### config.mk
export PLATFORM = sky130hd
export DESIGN_NAME = uart_rx_fifo
export DESIGN_NICKNAME = d
export VERILOG_FILES = /design/src/rtl/uart_rx_fifo.sv
export SDC_FILE = /design/constraint.sdc
export NUM_CORES = 1
export LEC_CHECK = 0
export ABC_AREA = 1
export CAP_MARGIN = 20
export CORE_MARGIN = 1.5
export CORE_UTILIZATION = 60
export CTS_CLUSTER_SIZE = 14
export DETAILED_ROUTE_END_ITERATION = 6
export GPL_TIMING_DRIVEN = 0
export PLACE_DENSITY = 0.79
export REMOVE_ABC_BUFFERS = 1
export SLEW_MARGIN = 20
export SYNTH_ARGS = -nofsm -noshare
export SYNTH_HDL_FRONTEND = slang
export SYNTH_SLANG_ARGS = --single-unit
### constraint.sdc
create_clock -name clk -period 3.1 [get_ports clk]
set_clock_uncertainty 0.2 [all_clocks]
set_input_delay 0.62 -clock clk [delete_from_list [all_inputs] [get_ports clk]]
set_output_delay 0.62 -clock clk [all_outputs]
set_load 0.01 [all_outputs]
### src/rtl/uart_rx_fifo.sv
// UART 8N1 receiver: two-flop synchronizer, mid-bit sampling FSM and a show-ahead output FIFO.
// Good bytes are pushed on the stop-bit sample edge; bad stop bits and full-FIFO drops pulse flags.
module uart_rx_fifo #(
  parameter int unsigned CLKS_PER_BIT = 868,
  parameter int unsigned FIFO_DEPTH   = 8,
  parameter int unsigned CW           = $clog2(FIFO_DEPTH + 1)
) (
  input  logic          clk,
  input  logic          reset,
  input  logic          rx,
  output logic [7:0]    m_data,
  output logic          m_valid,
  input  logic          m_ready,
  output logic [CW-1:0] fifo_count,
  output logic          busy,
  output logic          frame_err,
  output logic          overrun
);

  localparam int unsigned CntW = $clog2(CLKS_PER_BIT);
  localparam int unsigned PtrW = $clog2(FIFO_DEPTH);
  localparam logic [CntW-1:0] HalfMax = CntW'(CLKS_PER_BIT / 2 - 1);
  localparam logic [CntW-1:0] FullMax = CntW'(CLKS_PER_BIT - 1);

  typedef enum logic [2:0] {StIdle, StStart, StData, StStop, StBreak} state_e;

  logic            rx_meta_q, rx_s_q;
  state_e          state_q;
  logic [CntW-1:0] clk_cnt_q;
  logic [2:0]      bit_cnt_q;
  logic [7:0]      shift_q;
  logic            frame_err_q;

  logic [7:0]      mem_q [FIFO_DEPTH];
  logic [PtrW-1:0] wr_ptr_q, rd_ptr_q;
  logic [CW-1:0]   count_q;
  logic            overrun_q;

  logic half_hit, full_hit, push, pop, full, do_push;

  always_ff @(posedge clk or negedge reset) begin
    if (!reset) begin
      rx_meta_q <= 1'b1;
      rx_s_q    <= 1'b1;
    end else begin
      rx_meta_q <= rx;
      rx_s_q    <= rx_meta_q;
    end
  end

  assign half_hit = (clk_cnt_q == HalfMax);
  assign full_hit = (clk_cnt_q == FullMax);
  // Push is decoded from the stop-bit sample itself so the byte lands on that same edge.
  assign push     = (state_q == StStop) && full_hit && rx_s_q;
  assign pop      = m_valid && m_ready;
  assign full     = (count_q == CW'(FIFO_DEPTH));
  assign do_push  = push && (!full || pop);

  always_ff @(posedge clk or negedge reset) begin
    if (!reset) begin
      state_q     <= StIdle;
      clk_cnt_q   <= '0;
      bit_cnt_q   <= '0;
      shift_q     <= '0;
      frame_err_q <= 1'b0;
    end else begin
      frame_err_q <= 1'b0;
      unique case (state_q)
        StIdle: begin
          if (!rx_s_q) begin
            state_q   <= StStart;
            clk_cnt_q <= '0;
          end
        end
        StStart: begin
          if (half_hit) begin
            clk_cnt_q <= '0;
            bit_cnt_q <= '0;
            state_q   <= rx_s_q ? StIdle : StData;
          end else begin
            clk_cnt_q <= clk_cnt_q + CntW'(1);
          end
        end
        StData: begin
          if (full_hit) begin
            clk_cnt_q <= '0;
            shift_q   <= {rx_s_q, shift_q[7:1]};
            bit_cnt_q <= bit_cnt_q + 3'd1;
            if (bit_cnt_q == 3'd7) state_q <= StStop;
          end else begin
            clk_cnt_q <= clk_cnt_q + CntW'(1);
          end
        end
        StStop: begin
          if (full_hit) begin
            clk_cnt_q <= '0;
            if (rx_s_q) begin
              state_q <= StIdle;
            end else begin
              frame_err_q <= 1'b1;
              state_q     <= StBreak;
            end
          end else begin
            clk_cnt_q <= clk_cnt_q + CntW'(1);
          end
        end
        StBreak: begin
          // Hold off until the line returns high so a stuck-low line cannot retrigger.
          if (rx_s_q) state_q <= StIdle;
        end
        default: state_q <= StIdle;
      endcase
    end
  end

  always_ff @(posedge clk or negedge reset) begin
    if (!reset) begin
      for (int i = 0; i < int'(FIFO_DEPTH); i++) mem_q[i] <= '0;
      wr_ptr_q  <= '0;
      rd_ptr_q  <= '0;
      count_q   <= '0;
      overrun_q <= 1'b0;
    end else begin
      overrun_q <= push && !do_push;
      if (do_push) begin
        mem_q[wr_ptr_q] <= shift_q;
        wr_ptr_q        <= wr_ptr_q + PtrW'(1);
      end
      if (pop) rd_ptr_q <= rd_ptr_q + PtrW'(1);
      unique case ({do_push, pop})
        2'b10:   count_q <= count_q + CW'(1);
        2'b01:   count_q <= count_q - CW'(1);
        default: count_q <= count_q;
      endcase
    end
  end

  assign m_data     = mem_q[rd_ptr_q];
  assign m_valid    = (count_q != '0);
  assign fifo_count = count_q;
  assign busy       = (state_q != StIdle);
  assign frame_err  = frame_err_q;
  assign overrun    = overrun_q;

endmodule

-- Word-level counts from Yosys, hierarchy flattened
Index checks and enable logic that the tools add are counted.
Widths: inputs -> output; s select.
- $add $sub $neg: 6
- magnitude comparators: 3
- equal/unequal tests: 16
- mux-type cells: 26
- bitwise operators: 2
- reduce and logical (&&, ||, !) cells: 20
- operator list (cell ; number):
    $bwmux 64 ; 1
    $mux 10 ; 3
    $pmux 10 s3 ; 1
    $mux 3 ; 9
    $bmux 8 s3 ; 1
    $demux 8 s3 ; 1
    $mux 8 ; 3
    $pmux 3 s5 ; 1
    $ne 2x2->1 const B ; 6
    $add 10x1->10 const B ; 1
    $eq 10x10->1 const B ; 1
    $eq 10x9->1 const B ; 1
    $add 3x1->3 const B ; 3
    $ge 4x4->1 const B ; 2
    $not 3->4 ; 2
    $pmux 4 s2 ; 1
    $eq 3x2->1 const B ; 2
    $eq 3x3->1 const B ; 2
    $logic_and 1x1->1 ; 6
    $pmux 3 s2 ; 1
    $reduce_and 6->1 ; 1
    $reduce_bool 3->1 ; 2
    $add 4x1->4 const B ; 1
    $eq 4x4->1 const B ; 1
    15 further kinds ; 20
- register bits after elaboration: 102
- input port bits: 4
- output and inout port bits: 16
- logic and storage cells: 92

-- Logic depth before layout (Yosys ltp)
- depth in word-level cells: 6
- gate-level depth with buffers: 14
- depth with buffers taken out: 14

-- Worst setup path before layout
No wires, ideal clock.
- path type: reg2reg
- start point: register clk_cnt_q[0]
- end point: register count_q[3], in the netlist fifo_count[3]
- library setup time: 121 ps
- arrival time: 2333 ps
- path slack: 446 ps
- stages on the path, launching flop included: 15
- buffers on the path: 0
- cells stage by stage: dfrtp_1 > ha_1 > nand2_1 > nor2_1 > nand3_2 > nor2_8 > nand2_4 > ha_1 > ha_1 > a21oi_1 > nand2_1 > a21oi_1 > o21ai_0 > nand2_1 > nand2_1
- cells in the longest elaborated chain, start to end: 6
- elaborated cells on any way between the ends: 8
- ends and longest elaborated chain (what ; RTL line ; source):
    start: declaration ; 29 ; logic [CntW-1:0] clk_cnt_q;
    start signal: assignment ; 81 ; clk_cnt_q <= clk_cnt_q + CntW'(1);
    start signal: assignment ; 91 ; clk_cnt_q <= clk_cnt_q + CntW'(1);
    start signal: assignment ; 104 ; clk_cnt_q <= clk_cnt_q + CntW'(1);
    $eq 10x10->1 (*) ; 52 ; assign full_hit = (clk_cnt_q == FullMax);
    $logic_and 1x1->1 (*) (2 in a row) ; 54 ; assign push = (state_q == StStop) && full_hit && rx_s_q;
    $logic_and 1x1->1 (*) ; 57 ; assign do_push = push && (!full || pop);
    $eq 2x1->1 or $eq 2x2->1 (tied branches) ; 130 ; unique case ({do_push, pop})
    $pmux 4 s2 or $reduce_bool 2->1 (tied branches) ; n/a ;
    end signal: assignment ; 131 ; 2'b10: count_q <= count_q + CW'(1);
    end signal: assignment ; 132 ; 2'b01: count_q <= count_q - CW'(1);
    end signal: assignment ; 133 ; default: count_q <= count_q;
    end: declaration ; 36 ; logic [CW-1:0] count_q;
Every way passes the cells marked *; elsewhere a longest branch is shown, timed or not.
A chain may end at the register's enable or synchronous reset.

-- Worst setup path after layout
- start point: input m_ready
- end point: register count_q[3], in the netlist fifo_count[3]
- cells in the longest elaborated chain, start to end: 5
- elaborated cells on any way between the ends: 7
- ends and longest elaborated chain (what ; RTL line ; source):
    start: declaration ; 13 ; input logic m_ready,
    $logic_and 1x1->1 (*) ; 55 ; assign pop = m_valid && m_ready;
    $logic_or 1x1->1 ; 57 ;
    $logic_and 1x1->1 ; 57 ;
    $eq 2x1->1 or $eq 2x2->1 (tied branches) ; 130 ;
    $pmux 4 s2 or $reduce_bool 2->1 (tied branches) ; n/a ;
Marked as above.

==> results.yml <==
synthesis:
  synth.avg_cell_area_um2: 8.058
  synth_adder_area_share_pct: 2.464
  synth_area_leaders: "dfrtp_1, nand2_1, nand4_1"
  muxShareOfSynthArea_pct: 0
  ys_ff_latch: 102
  ys_types: 35
  synth_compound_gate_area_share_pct: 7.508
  synth_top_area_share_pct: 46.49
  synthXorXnorAreaFrac_pct: 1.464
  synth_top_family_by_area: "simple AND/OR/NAND/NOR gates"
  yosys.area.top_type: "dfrtp_1"
  syn_inst: 668
  synth-seq-area-share_pct: 47.47
  netlist_area_um2: 5383
  synth-simple-area-share_pct: 34.89
  yosysWarnings: 0
routing:
  routedWlPerCell_um: 17.31
  vias: 4764
  viasPerCell: 5.992
  drc_errors: 0
  drt-pass1-iter-count: 6
  wl_mm: 13.76
  drtIter0Drc: 401
  ant_nets: 0
clock_tree:
  clk_pin_slew_worst_paths_ns: 0.09
  cts_htree_levels: 3
  clk_latency_ns: 0.37
  cts_buffers: 9
  clockBufferDepth: 2
  cts_tree: "done"
  root_buffer: "clkbuf_8"
  cts.sinks: 102
sta:
  slew_headroom_pct: 44.00
  whs_ns: 0.1595
  fmax_mhz: 353.9
  min_period_ns: 2.826
  setup_viol: 0
  drv_slew: 0
  finalHoldViolCount: 0
  period_share_pct: 91.16
  worst_pin_slew_ns: 0.8381
  grt_setup_unrepaired: "no"
power_and_ir_drop:
  p_seq_share_pct: 60.0
  netSwitchingFraction_pct: 21.80
  p_int_uw: 1738
  power_frac_comb_pct: 1.7
  peakVddDrop_mv: 0.2266
  p_per_area_nw_per_um2: 369.1
  power_frac_clock_pct: 38.3
  p_sw_uw: 484.6
  p_leak_uw: 0.003145
critical_path:
  cp_top_family: "buffers and inverters"
  setup.worst_path.end_class: "register"
  critPathLaunchType: "primary input"
  slowest_stage: "clkdlybuf4s50_1"
  critPathKind: "primary input to register"
  cp.arrival_ns: 2.89
  crit_top_cell: "nand2_1"
  critPathBufInv: 2
  crit_chain: "clkdlybuf4s50_1 -> nor2_4 -> nand3_4 -> buf_16 -> nand2_4 -> ha_2 -> ha_1 -> a21oi_1 -> nand2_1 -> a21oi_1 -> o21ai_0 -> nand2_1 -> nand2_1"
  slowest_delay_ns: 0.47
  worstPathRequired_ns: 3.16
  path_max_fanout: 27
place:
  port_buffers: 19
  dp_hpwl_mm: 8.301
  place_congestion: 0.8648
floorplan:
  core_area_um2: 8721
  row_count: 34
  num_io_pins: 20
  die_area_um2: 9548
  die-width_um: 97.72
  start_util_pct: 61.72
  dieHeight_um: 97.72
cells_and_area:
  nets: 696
  mostFrequentLayoutCells: "nand2_1, dfrtp_1, nor2_1"
  final_common_cell: "nand2_1"
  drive_gt1_share_pct: 9.461
  antenna_cells: 0
  final_core_util_pct: 69.04
  syn_to_final_growth_pct: 11.85
outcome:
  status: "completed"
grt:
  grt_usage_pct: 29.29
  overflow: 0
  grt_pass1_vias: 4505
  grt_pass1_wl_mm: 22.22
  grt_antenna_before_repair: 0
  grt_max_degree: 63
flow_run:
  max_cap_viol_count: 0
worst_hold_path:
  min_path_type: "register to register"
[what timing repair did]
action	4_1_cts	5_1_grt
gates resized for setup	8	14
hold endpoints to repair	40	0
setup buffers	6	2
cloned	1	2
setup endpoints to repair	8	9
pin swaps	0	2
hold buffers	1	0
[cells in the mapped netlist]
| master | instances |
|---|---|
| clkinv_1 | 2 |
| nand2_2 | 2 |
| nor2_4 | 2 |
| o21bai_1 | 1 |
| nand4_4 | 8 |
| a21oi_1 | 11 |
| nor2_8 | 1 |
| o21ai_0 | 53 |
| dfrtp_1 | 100 |
| nand3_1 | 9 |
| nor3_1 | 5 |
| clkinv_2 | 1 |
| buf_2 | 2 |
| buf_4 | 2 |
| clkbuf_1 | 22 |
| o21ai_1 | 2 |
| a21oi_2 | 1 |
| dfstp_2 | 2 |
| inv_1 | 35 |
| nand4_1 | 67 |
| buf_6 | 6 |
| o211ai_1 | 1 |
| a31oi_1 | 8 |
| fa_1 | 1 |
| inv_2 | 4 |
| xnor2_1 | 1 |
| nand2_1 | 222 |
| nor2_2 | 2 |
| nand3_2 | 1 |
| nand2_4 | 1 |
| xor2_1 | 8 |
| nor2_1 | 74 |
| ha_1 | 9 |
| nand4_2 | 1 |
| or2_1 | 1 |
[power groups by stage]
stage               clock network, µW  registers, µW  logic, µW
finish                            852           1330       38.1
global route                      915           1330       44.4
CTS                               863           1330       38.6
detailed placement                  0           1360       37.6
global placement                    0           1360       32.0
floorplan                           0           1360       1.68
[state kept, by name (all words and copies together) (netlist names)]
register and cells:
shift_q 8, clk_cnt_q 10, overrun 1, rx_meta_q 1
frame_err 1, state_q 3, rx_s_q 1, rd_ptr_q 3
fifo_count 4, bit_cnt_q 3, mem_q 64, wr_ptr_q 3
[worst register-to-register path, delay by kind of cell, from the launching register on]
family / cells / cell delay [ns]
AOI/OAI and AO/OA: 3 / 0.41
adders and majority gates: 3 / 0.75
DFF: 1 / 0.39
and+or+nand+nor: 8 / 0.86
[cell families after synthesis]
group / count (synthesis)
AND/OR/NAND/NOR: 396
flip-flops: 102
AO/OA/AOI/OAI: 77
buffers and inverters: 74
adder cells (fa/ha/maj): 10
XOR/XNOR: 9
[per-stage QoR]
| stage | power [µW] | TNS [ns] | worst slack [ns] | cells | cell area, µm² |
|---|---|---|---|---|---|
| after floorplan | 1361 | -27.09 | -1.180 | 636 | 5207 |
| after CTS | 2235 | 0 | 0.01696 | 791 | 5936 |
| after detailed placement | 1397 | -3.205 | -0.3757 | 767 | 5644 |
| final | 2223 | 0 | 0.2740 | 795 | 6021 |
| after global placement | 1392 | -391.19 | -2.552 | 763 | 5533 |
| after global routing | 2293 | 0 | 0.1186 | 795 | 6021 |
[routing by layer]
layer,vias up,global-route usage [%],part of all wire [%]
met2,240,44.23,46
li1,2253,-,-
met3,31,7.554,10
met4,0,10.77,2.7
met5,-,0,0
met1,2240,41.18,41
[final cells by class]
class / count / area [µm²]
Clock buffer: 11 / 141.4
Clock inverter: 5 / 57.56
Fill cell: 673 / 2700
Inverter: 42 / 167.7
Multi-Input combinational cell: 493 / 2529
Sequential cell: 102 / 2562
Tap cell: 108 / 135.1
Timing Repair Buffer: 33 / 420.4
Timing Repair inverter: 1 / 7.507
[final timing paths]
kind	start	to	slack, ns	cells past startpoint
min reg2reg	rx_meta_q	rx_s_q	0.16	0
min	rx_meta_q	rx_s_q	0.16	0
max	m_ready	fifo_count[3]	0.27	13
min in group asynchronous	reset	mem_q[25]	0.52	2
max in group asynchronous	reset	rx_meta_q	1.50	3
max reg2reg	clk_cnt_q[0]	fifo_count[3]	0.39	14
No activity file was read; power rests on OpenSTA's default activity.
